**config.mk**
```make
export PLATFORM = sky130hd
export DESIGN_NAME = image_filter_pipe
export DESIGN_NICKNAME = d
export VERILOG_FILES = /design/src/rtl/image_filter_pkg.sv /design/src/rtl/image_filter_adder_tree.sv /design/src/rtl/image_filter_pipe.sv
export SDC_FILE = /design/constraint.sdc
export NUM_CORES = 2
export LEC_CHECK = 0
export BUFFER_PORTS_ARGS = -buffer_cell sky130_fd_sc_hd__buf_2
export CAP_MARGIN = 20
export CORE_MARGIN = 1
export CORE_UTILIZATION = 40
export DETAILED_ROUTE_END_ITERATION = 7
export HOLD_SLACK_MARGIN = 0.08
export MAX_ROUTING_LAYER = met4
export SLEW_MARGIN = 20
export SYNTH_ARGS = -nofsm -noshare
export SYNTH_HDL_FRONTEND = slang
export SYNTH_SLANG_ARGS = --single-unit
```
**constraint.sdc**
```tcl
create_clock -name i_clk -period 6.3 [get_ports i_clk]
set_input_delay 0.945 -clock i_clk [delete_from_list [all_inputs] [get_ports i_clk]]
set_output_delay 0.945 -clock i_clk [all_outputs]
set_load 0.005 [all_outputs]
```
**src/rtl/image_filter_pkg.sv**
```systemverilog
// Shared types, kernels and arithmetic constants for the pipelined 3x3 image filter.
package image_filter_pkg;

    typedef enum logic [2:0] {
        FILT_LAP4  = 3'd0,
        FILT_LAP8  = 3'd1,
        FILT_GAUSS = 3'd2,
        FILT_AVG   = 3'd3,
        FILT_PROG  = 3'd4
    } filt_mode_e;

    localparam int KERNEL_TAPS = 9;
    localparam int CENTRE_TAP  = 4;

    // Row-major kernels, tap 4 is the centre.
    localparam int K_LAP4  [KERNEL_TAPS] = '{ 0, -1,  0, -1, 4, -1,  0, -1,  0};
    localparam int K_LAP8  [KERNEL_TAPS] = '{-1, -1, -1, -1, 8, -1, -1, -1, -1};
    localparam int K_GAUSS [KERNEL_TAPS] = '{ 1,  2,  1,  2, 4,  2,  1,  2,  1};
    localparam int K_AVG   [KERNEL_TAPS] = '{ 1,  1,  1,  1, 1,  1,  1,  1,  1};

    // Division by nine approximated as *57/512.
    localparam int AVG_MUL   = 57;
    localparam int AVG_SHIFT = 9;

    // Signed product (data+1 sign bit+coef) plus four bits of growth for nine terms.
    function automatic int acc_width(input int data_bw, input int coef_bw);
        return data_bw + coef_bw + 5;
    endfunction

    // Codes above FILT_PROG alias the averaging kernel.
    function automatic filt_mode_e decode_mode(input logic [2:0] cfg);
        case (cfg)
            3'd0:    return FILT_LAP4;
            3'd1:    return FILT_LAP8;
            3'd2:    return FILT_GAUSS;
            3'd4:    return FILT_PROG;
            default: return FILT_AVG;
        endcase
    endfunction

    function automatic int builtin_coef(input filt_mode_e mode, input int tap);
        case (mode)
            FILT_LAP4:  return K_LAP4[tap];
            FILT_LAP8:  return K_LAP8[tap];
            FILT_GAUSS: return K_GAUSS[tap];
            default:    return K_AVG[tap];
        endcase
    endfunction

endpackage

```
**src/rtl/image_filter_adder_tree.sv**
```systemverilog
// Registered signed reduction of the per-tap products into one accumulator (stage S2).
module image_filter_adder_tree #(
    parameter int p_in_bw  = 16,
    parameter int p_out_bw = 20,
    parameter int p_taps   = 9
) (
    input  logic                       clk,
    input  logic                       rst_n,
    input  logic                       en,
    input  logic [p_taps*p_in_bw-1:0]  terms,
    output logic signed [p_out_bw-1:0] sum
);

    logic signed [p_out_bw-1:0] sum_next;

    // NOTE: blocking '=' inside always_comb lets each loop pass see the previous partial sum.
    always_comb begin
        sum_next = '0;
        for (int i = 0; i < p_taps; i++) begin
            sum_next = sum_next + p_out_bw'($signed(terms[i*p_in_bw +: p_in_bw]));
        end
    end

    // NOTE: state uses '<=' so every register samples pre-edge values regardless of block order.
    always_ff @(posedge clk or negedge rst_n) begin
        if (!rst_n) begin
            sum <= '0;
        end else if (en) begin
            sum <= sum_next;
        end
    end

endmodule

```
**src/rtl/image_filter_pipe.sv**
```systemverilog
// Three-stage 3x3 convolution filter with valid/ready flow control, a programmable
// kernel bank and a saturation counter.
module image_filter_pipe
    import image_filter_pkg::*;
#(
    parameter int p_data_bw  = 10,
    parameter int p_win_size = 9,
    parameter int p_coef_bw  = 5,
    parameter int p_cnt_bw   = 16
) (
    input  logic                              i_clk,
    input  logic                              i_rstn,
    input  logic [2:0]                        i_config,
    input  logic [3:0]                        i_prog_shift,
    input  logic                              i_coef_we,
    input  logic [3:0]                        i_coef_addr,
    input  logic [p_coef_bw-1:0]              i_coef_data,
    input  logic                              i_cnt_clr,
    input  logic                              i_dxi_in_valid,
    output logic                              o_dxi_in_ready,
    input  logic [p_data_bw*p_win_size-1:0]   i_dxi_in_data,
    output logic [p_data_bw-1:0]              o_dxi_out_data,
    output logic                              o_dxi_out_valid,
    input  logic                              i_dxi_out_ready,
    output logic [p_cnt_bw-1:0]               o_sat_cnt
);

    localparam int PROD_BW = p_data_bw + p_coef_bw + 1;
    localparam int ACC_BW  = acc_width(p_data_bw, p_coef_bw);
    localparam int NORM_BW = ACC_BW + 7;
    localparam logic [p_data_bw-1:0] PIX_MAX = '1;

    if (p_win_size != KERNEL_TAPS) begin : g_bad_win_size
        $error("image_filter_pipe supports only a 3x3 window (p_win_size = 9)");
    end

    logic                        en;
    filt_mode_e                  in_mode;
    logic signed [p_coef_bw-1:0] coef_bank [p_win_size];
    logic signed [p_coef_bw-1:0] kernel    [p_win_size];
    logic [p_win_size*PROD_BW-1:0] prod_next;

    logic                          s1_valid;
    filt_mode_e                    s1_mode;
    logic [3:0]                    s1_shift;
    logic [p_win_size*PROD_BW-1:0] s1_prod;

    logic                          s2_valid;
    filt_mode_e                    s2_mode;
    logic [3:0]                    s2_shift;
    logic signed [ACC_BW-1:0]      s2_acc;

    logic [ACC_BW-1:0]             mag;
    logic [NORM_BW-1:0]            norm;
    logic                          sat_next;
    logic [p_data_bw-1:0]          pix_next;
    logic                          out_sat;

    // Every stage moves together; a held output freezes the whole pipe, bubbles included.
    assign en             = !o_dxi_out_valid || i_dxi_out_ready;
    assign o_dxi_in_ready = en;

    // NOTE: the bank is reset because reset must restore the identity kernel, unlike a plain data RAM.
    always_ff @(posedge i_clk or negedge i_rstn) begin
        if (!i_rstn) begin
            for (int i = 0; i < p_win_size; i++) begin
                coef_bank[i] <= (i == CENTRE_TAP) ? p_coef_bw'(1) : '0;
            end
        end else if (i_coef_we && (int'(i_coef_addr) < p_win_size)) begin
            coef_bank[i_coef_addr] <= i_coef_data;
        end
    end

    always_comb begin
        in_mode   = decode_mode(i_config);
        prod_next = '0;
        for (int i = 0; i < p_win_size; i++) begin
            kernel[i] = (in_mode == FILT_PROG) ? coef_bank[i]
                                               : p_coef_bw'(builtin_coef(in_mode, i));
            prod_next[i*PROD_BW +: PROD_BW] =
                PROD_BW'($signed({1'b0, i_dxi_in_data[i*p_data_bw +: p_data_bw]})) *
                PROD_BW'(kernel[i]);
        end
    end

    // S1: mode, shift and kernel are latched with the sample so later changes never reach it.
    always_ff @(posedge i_clk or negedge i_rstn) begin
        if (!i_rstn) begin
            s1_valid <= 1'b0;
            s1_mode  <= FILT_LAP4;
            s1_shift <= '0;
            s1_prod  <= '0;
        end else if (en) begin
            s1_valid <= i_dxi_in_valid;
            s1_mode  <= in_mode;
            s1_shift <= i_prog_shift;
            s1_prod  <= prod_next;
        end
    end

    image_filter_adder_tree #(
        .p_in_bw  (PROD_BW),
        .p_out_bw (ACC_BW),
        .p_taps   (p_win_size)
    ) u_adder_tree (
        .clk   (i_clk),
        .rst_n (i_rstn),
        .en    (en),
        .terms (s1_prod),
        .sum   (s2_acc)
    );

    always_ff @(posedge i_clk or negedge i_rstn) begin
        if (!i_rstn) begin
            s2_valid <= 1'b0;
            s2_mode  <= FILT_LAP4;
            s2_shift <= '0;
        end else if (en) begin
            s2_valid <= s1_valid;
            s2_mode  <= s1_mode;
            s2_shift <= s1_shift;
        end
    end

    // Built-in smoothing kernels never go negative, so taking |acc| first is safe for every mode.
    // NOTE: every comb output gets a value before the case so no path can infer a latch.
    always_comb begin
        mag  = s2_acc[ACC_BW-1] ? -s2_acc : s2_acc;
        norm = NORM_BW'(mag);
        case (s2_mode)
            FILT_LAP4:  norm = norm >> 2;
            FILT_LAP8:  norm = norm >> 3;
            FILT_GAUSS: norm = norm >> 4;
            FILT_AVG:   norm = (norm * NORM_BW'(AVG_MUL)) >> AVG_SHIFT;
            FILT_PROG:  norm = norm >> s2_shift;
            default:    norm = norm;
        endcase
        sat_next = norm > NORM_BW'(PIX_MAX);
        pix_next = sat_next ? PIX_MAX : norm[p_data_bw-1:0];
    end

    always_ff @(posedge i_clk or negedge i_rstn) begin
        if (!i_rstn) begin
            o_dxi_out_valid <= 1'b0;
            o_dxi_out_data  <= '0;
            out_sat         <= 1'b0;
        end else if (en) begin
            o_dxi_out_valid <= s2_valid;
            if (s2_valid) begin
                o_dxi_out_data <= pix_next;
                out_sat        <= sat_next;
            end
        end
    end

    // Counts clamped pixels as they leave; clear has priority and the count sticks at all-ones.
    always_ff @(posedge i_clk or negedge i_rstn) begin
        if (!i_rstn) begin
            o_sat_cnt <= '0;
        end else if (i_cnt_clr) begin
            o_sat_cnt <= '0;
        end else if (o_dxi_out_valid && i_dxi_out_ready && out_sat && (o_sat_cnt != '1)) begin
            o_sat_cnt <= o_sat_cnt + 1'b1;
        end
    end

endmodule

```
Yosys cells after proc, flatten, opt, wreduce, memory -nomap -nowiden. Index checks and enable logic that the tools add are counted.

Register bits after elaboration: 253. Latch bits: 0. RAM bits: 0. Memory bits (read-only): 0. Bits of input ports: 112. Output and inout port bits: 28. Word-level logic and storage cells: 93. Memories: 0.

Add/sub/neg operators: 10. Multipliers: 10. Divide/modulo/power cells: 0. $lt $le $gt $ge: 4. Eq/ne operators: 11. Shifts and indexed selects: 1. Muxes and demuxes: 21. Bitwise logic cells: 1. Reduce and logical (&&, ||, !) cells: 14.

Operators by type and width (number): $mul 11x5->16 (9); $pmux 27 s5 (1); $add 20x16->20 (6); $mux 5 (10); $bwmux 45 (1); $mux 16 (2); $gt 27x10->1 const B (1); $shr 20x4->27 (1); $mul 20x6->26 const B (1); $demux 5 s4 (1); $mux 20 (1); $neg 20->20 (1); $pmux 5 s2 (2); $add 17x16->18 (1); $add 16x16->17 (1); $add 16x1->16 const B (1); $ne 16x16->1 const B (1); $eq 3x2->1 const B (4); $pmux 3 s4 (1); $mux 10 (1); $eq 3x1->1 const B (3); $eq 3x3->1 const B (3); $logic_not 3->1 (3); $pmux 4 s2 (1); 10 further kinds (15).

Logic depth before layout (Yosys ltp).
Depth in word-level cells: 8. Gate-level depth with buffers: 24. Mapped depth without buffers: 22.

Modules after synthesis. A second synthesis with hierarchy kept.

Cells, all modules: 3702. Area total of the unflattened synthesis: 32692.6 µm².

Modules (own cells, without submodules): image_filter_pipe (times used 1, cells each 3237, area an instance 28053.2 µm², seq. area each 5831.8 µm²); image_filter_adder_tree (times used 1, cells each 465, area an instance 4639.4 µm², seq. area each 500.5 µm²).

Worst setup path after synthesis. OpenSTA, ideal clock, no wires.

Path kind: input-to-reg. Start point: in i_config[2]. End point: reg s1_prod[142]. Setup time: 0.095 ns. Arrival time: 6.022 ns. Required time: 6.205 ns. Setup slack: 0.183 ns. Stages on the path: 21. Buffers on the path: 2. Cell sequence: clkbuf_1 inv_1 nor2_1 clkbuf_1 nand2_1 a21oi_1 nand2_1 fa_1 fa_1 fa_1 inv_1 ha_1 a21o_1 a21oi_1 o21ai_0 a21oi_1 o21ai_0 a211oi_1 o21ai_0 and3_1 o31ai_1.

Cells in the longest elaborated chain, start to end: 6. Elaborated cells on any way between the ends: 11. Those cells by class: mul: 1; eq/ne: 5; mux: 3; reduce/logical: 2.

RTL lines: start, declared (line image_filter_pipe.sv:13) `input logic [2:0] i_config,`; $eq 3x3->1, or another cell as far along (line image_filter_pkg.sv:32) `case (cfg)`; $pmux 3 s4 * (line image_filter_pkg.sv:32); $eq 3x1->1 / $logic_not 3->1 (equally long branches) (line image_filter_pkg.sv:42) `case (mode)`; $pmux 5 s2 (line image_filter_pkg.sv:42); $mux 5 * (line image_filter_pipe.sv:78) `kernel[i] = (in_mode == FILT_PROG) ? coef_bank[i]`; $mul 11x5->16 * (line image_filter_pipe.sv:81) `PROD_BW'($signed({1'b0, i_dxi_in_data[i*p_data_bw +: p_data_bw]})) *`; end signal, assigned (line image_filter_pipe.sv:97) `s1_prod <= prod_next;`; end, declared (line image_filter_pipe.sv:46) `logic [p_win_size*PROD_BW-1:0] s1_prod;`.

Mark *: on every way between the ends. The rest lies on a longest branch, timed or not. A chain may end at the register's enable or synchronous reset.

Worst setup path in the final report.
Start point: reg s1_prod[0]. End point: reg u_adder_tree.sum[19].

Cells in the longest elaborated chain, start to end: 8.

RTL lines: $add 16x16->17 (line image_filter_adder_tree.sv:20) `sum_next = sum_next + p_out_bw'($signed(terms[i*p_in_bw +: p_in_bw]));`; $add 17x16->18 (line image_filter_adder_tree.sv:20); $add 20x16->20 (6 in series) (line image_filter_adder_tree.sv:20); end signal, assigned (line image_filter_adder_tree.sv:29) `sum <= sum_next;`; end, declared (line image_filter_adder_tree.sv:11) `output logic signed [p_out_bw-1:0] sum`.

Every way passes these cells.

==> reports/summary.txt <==
result of the run: finished with violations
violated checks: design-rule violations
number of unique standard cell types used by synthesis: 91
most common cell after layout, fill and taps aside: sky130_fd_sc_hd__inv_1
Root Buffer Master: sky130_fd_sc_hd__clkbuf_16
area of the core: 80800 um^2
pins over their slew limit: 0
sum of negative setup slack: 0 ns
Yosys reg bits: 253
startpoint type of the worst setup path: flip-flop
primary flip-flop cell chosen by synthesis mapping: sky130_fd_sc_hd__dfrtp_1
proportion of synthesized flip-flops having asynchronous set or reset: 1.00
sum of routed wire length over all layers: 88000 um
Starting Density: 0.406
Critical Path RT: 6.75 ns
share of the clock period used by the worst path after layout: 0.942
clock tree from TritonCTS: yes
overall fraction of global-route tracks in use: 0.221
# H-tree levels: 1
share of cells above drive strength 1: 0.112
post-route DRC violation count: 22
Net Count, Synth: 4551
Fin Clk Skew: 0.0370 ns
buffer depth of the longest clock path: 3
total number of vias: 26200
weighted congestion reported at the end of routability-driven placement: 0.938
syn_area_per_cell: 8.83 um^2
largest net degree at the start of global routing: 122
floorplan die height: 288 um
Max Fclk: 168 MHz
most frequent cells in the layout: 485 x sky130_fd_sc_hd__inv_1, 414 x sky130_fd_sc_hd__nand2_1, 385 x sky130_fd_sc_hd__ha_1, 340 x sky130_fd_sc_hd__fa_1, 255 x sky130_fd_sc_hd__nor2_1
via count of the first global-routing pass: 25900
length of the first detailed-routing pass in iterations: 8
total setup violations reported at the end of the flow: 0
Clock Pin Slew Worst Setup and Hold Paths: 0.07 ns
Port Buffer Count: 139
type of the worst min-delay path: in2async
wire length of the first global-routing pass: 142000 um
portion of the post-synthesis area used by sequential elements: 0.193
Inserted Clock Buffers: 29
cell row count: 104
number of antenna violations at the first check in global routing: 16
largest driver fanout on the critical path: 6
Detailed Route Iter0 Violations: 1868
die outline width: 288 um
unrepaired setup endpoints after global routing: false
layout overhead on the synthesized area: 10.8%
Worst Setup Path Type: reg2reg
minimum clock period after layout: 5.94 ns
remaining antenna violation count: 0
TritonCTS sink count: 253
worst rel slew slack: 0.355
Via density: 5.26
Total Nets Final: 4708
gr ovfl total: 0
CTS hold repair buffers: 0
slew at the pin closest to its max-slew limit: 0.965 ns
synthesized instance count: 3714
die area: 83100 um^2
routed len/inst: 17.7 um
Yosys warning count: 0
number of maximum-capacitance constraint violations: 0
data arrival time of the worst path: 6.38 ns
DPL Wire Length: 72100 um
latest clock arrival within the worst-skew pair: 0.61 ns
Final Hold Violating Endpoints: 0
Mapped Area: 32800 um^2
number of flops mapped to enable cells by yosys: 0
ports placed on the boundary: 140
endpoint class of the critical path: flip-flop
-- flip-flops by register name, indices dropped and copies added, names as in the netlist --
name,count
s1_prod,144
coef_bank,45
u_adder_tree.sum,20
o_sat_cnt,16
o_dxi_out_data,10
s1_shift,4
s2_shift,4
s1_mode,3
s2_mode,3
o_dxi_out_valid,1
out_sat,1
s1_valid,1
s2_valid,1
-- critical path: stages, from the launching register on --
cell and delay [ns]:
sky130_fd_sc_hd__dfrtp_1 0.42, sky130_fd_sc_hd__fa_1 0.47, sky130_fd_sc_hd__ha_1 0.25, sky130_fd_sc_hd__fa_1 0.46, sky130_fd_sc_hd__a21o_1 0.20, sky130_fd_sc_hd__a21oi_1 0.21
sky130_fd_sc_hd__o21bai_1 0.11, sky130_fd_sc_hd__a21oi_1 0.25, sky130_fd_sc_hd__o21ba_2 0.18, sky130_fd_sc_hd__o21ai_0 0.12, sky130_fd_sc_hd__o41ai_1 0.33, sky130_fd_sc_hd__buf_4 0.19
sky130_fd_sc_hd__o21a_1 0.14, sky130_fd_sc_hd__o311ai_0 0.24, sky130_fd_sc_hd__fa_1 0.59, sky130_fd_sc_hd__inv_1 0.04, sky130_fd_sc_hd__ha_1 0.39, sky130_fd_sc_hd__nand3_1 0.10
sky130_fd_sc_hd__a2111oi_1 0.37, sky130_fd_sc_hd__o41a_1 0.23, sky130_fd_sc_hd__nor3_1 0.05, sky130_fd_sc_hd__or3b_2 0.43
-- worst paths after layout --
| kind | to | start | cells past startpoint | slack (ns) |
|---|---|---|---|---|
| min in group i_clk | s1_valid | s1_valid | 2 | 0.47 |
| max in group asynchronous | s1_prod[27] | i_rstn | 2 | 4.77 |
| worst min-delay path | o_dxi_out_data[6] | i_rstn | 1 | 0.35 |
| worst min register to register | s1_valid | s1_valid | 2 | 0.47 |
| worst max-delay path | u_adder_tree.sum[19] | s1_prod[0] | 21 | 0.36 |
| worst max register to register | u_adder_tree.sum[19] | s1_prod[0] | 21 | 0.36 |
-- cells in the mapped netlist, types with 18 or more instances --
| master | instances | share of area |
|---|---|---|
| sky130_fd_sc_hd__a21oi_1 | 210 | 0.032 |
| sky130_fd_sc_hd__a21boi_0 | 19 | 0.0044 |
| sky130_fd_sc_hd__nand2b_1 | 65 | 0.012 |
| sky130_fd_sc_hd__o31ai_1 | 46 | 0.011 |
| sky130_fd_sc_hd__nor2b_1 | 131 | 0.025 |
| sky130_fd_sc_hd__or2_2 | 48 | 0.0092 |
| sky130_fd_sc_hd__o21a_1 | 21 | 0.0048 |
| sky130_fd_sc_hd__a211oi_1 | 34 | 0.0078 |
| sky130_fd_sc_hd__inv_1 | 485 | 0.056 |
| sky130_fd_sc_hd__nor3_1 | 65 | 0.0099 |
| sky130_fd_sc_hd__and3_1 | 31 | 0.0059 |
| sky130_fd_sc_hd__xnor2_1 | 90 | 0.024 |
| sky130_fd_sc_hd__xor2_1 | 54 | 0.014 |
| sky130_fd_sc_hd__and2_1 | 102 | 0.019 |
| sky130_fd_sc_hd__clkbuf_1 | 111 | 0.013 |
| sky130_fd_sc_hd__dfrtp_1 | 252 | 0.19 |
| sky130_fd_sc_hd__o21ai_0 | 156 | 0.024 |
| sky130_fd_sc_hd__mux2_2 | 48 | 0.016 |
| sky130_fd_sc_hd__a21o_1 | 40 | 0.0092 |
| sky130_fd_sc_hd__ha_1 | 385 | 0.15 |
| sky130_fd_sc_hd__nand3_1 | 30 | 0.0046 |
| sky130_fd_sc_hd__nor2_1 | 255 | 0.029 |
| sky130_fd_sc_hd__nand2_1 | 414 | 0.047 |
| sky130_fd_sc_hd__a31oi_1 | 18 | 0.0034 |
| sky130_fd_sc_hd__fa_1 | 340 | 0.21 |
-- routing by layer --
layer	GRT usage	routed length, um	part of all wire
met1	0.297	40100	0.46
met4	0.0487	2320	0.026
met3	0.0265	4450	0.051
met2	0.357	41100	0.47
met5	-	0	0
-- cell type report --
class / count / area [um^2]
multi-input combinational: 2841 / 24100
timing repair buffer: 256 / 1620
fill: 7970 / 44500
clock inverter: 15 / 228
tap: 1060 / 1330
antenna: 17 / 42.5
clock buffer: 39 / 813
sequential: 253 / 6330
inverter: 490 / 1850
-- through the flow --
step / cell area [um^2] / cells / hold slack, ns / utilization / setup WS (ns)
after floorplan: 32800 / 3714 / 0.439 / - / 0.183
after global placement: 35200 / 4896 / 0.452 / 0.436 / 0.333
after detailed placement: 35200 / 4896 / 0.458 / 0.436 / 0.313
after CTS: 36200 / 4950 / 0.379 / 0.448 / 0.319
after global routing: 36300 / 4968 / 0.401 / 0.449 / 0.0215
final: 36300 / 4971 / 0.350 / 0.449 / 0.363
-- kinds of logic (layout without fill, tap and decap cells) --
kind of cell	after synthesis	in the layout	synth area share
other cells	0	17	0
flops	253	253	0.193
mux	69	69	0.0265
xor+xnor	145	145	0.0390
compound gates	683	683	0.133
fa+ha+maj	727	727	0.355
simple gates	1217	1217	0.181
buf+inv	620	800	0.0720
-- what timing repair did --
| item | CTS | global route |
|---|---|---|
| buffers inserted | 0 | 4 |
| endpoints found under the setup margin | 0 | 12 |
| resized for setup | 0 | 1 |
Power is left out: the tool's default activity adds up to more than one toggle a clock period on the data nets, which glitch-free logic cannot reach.
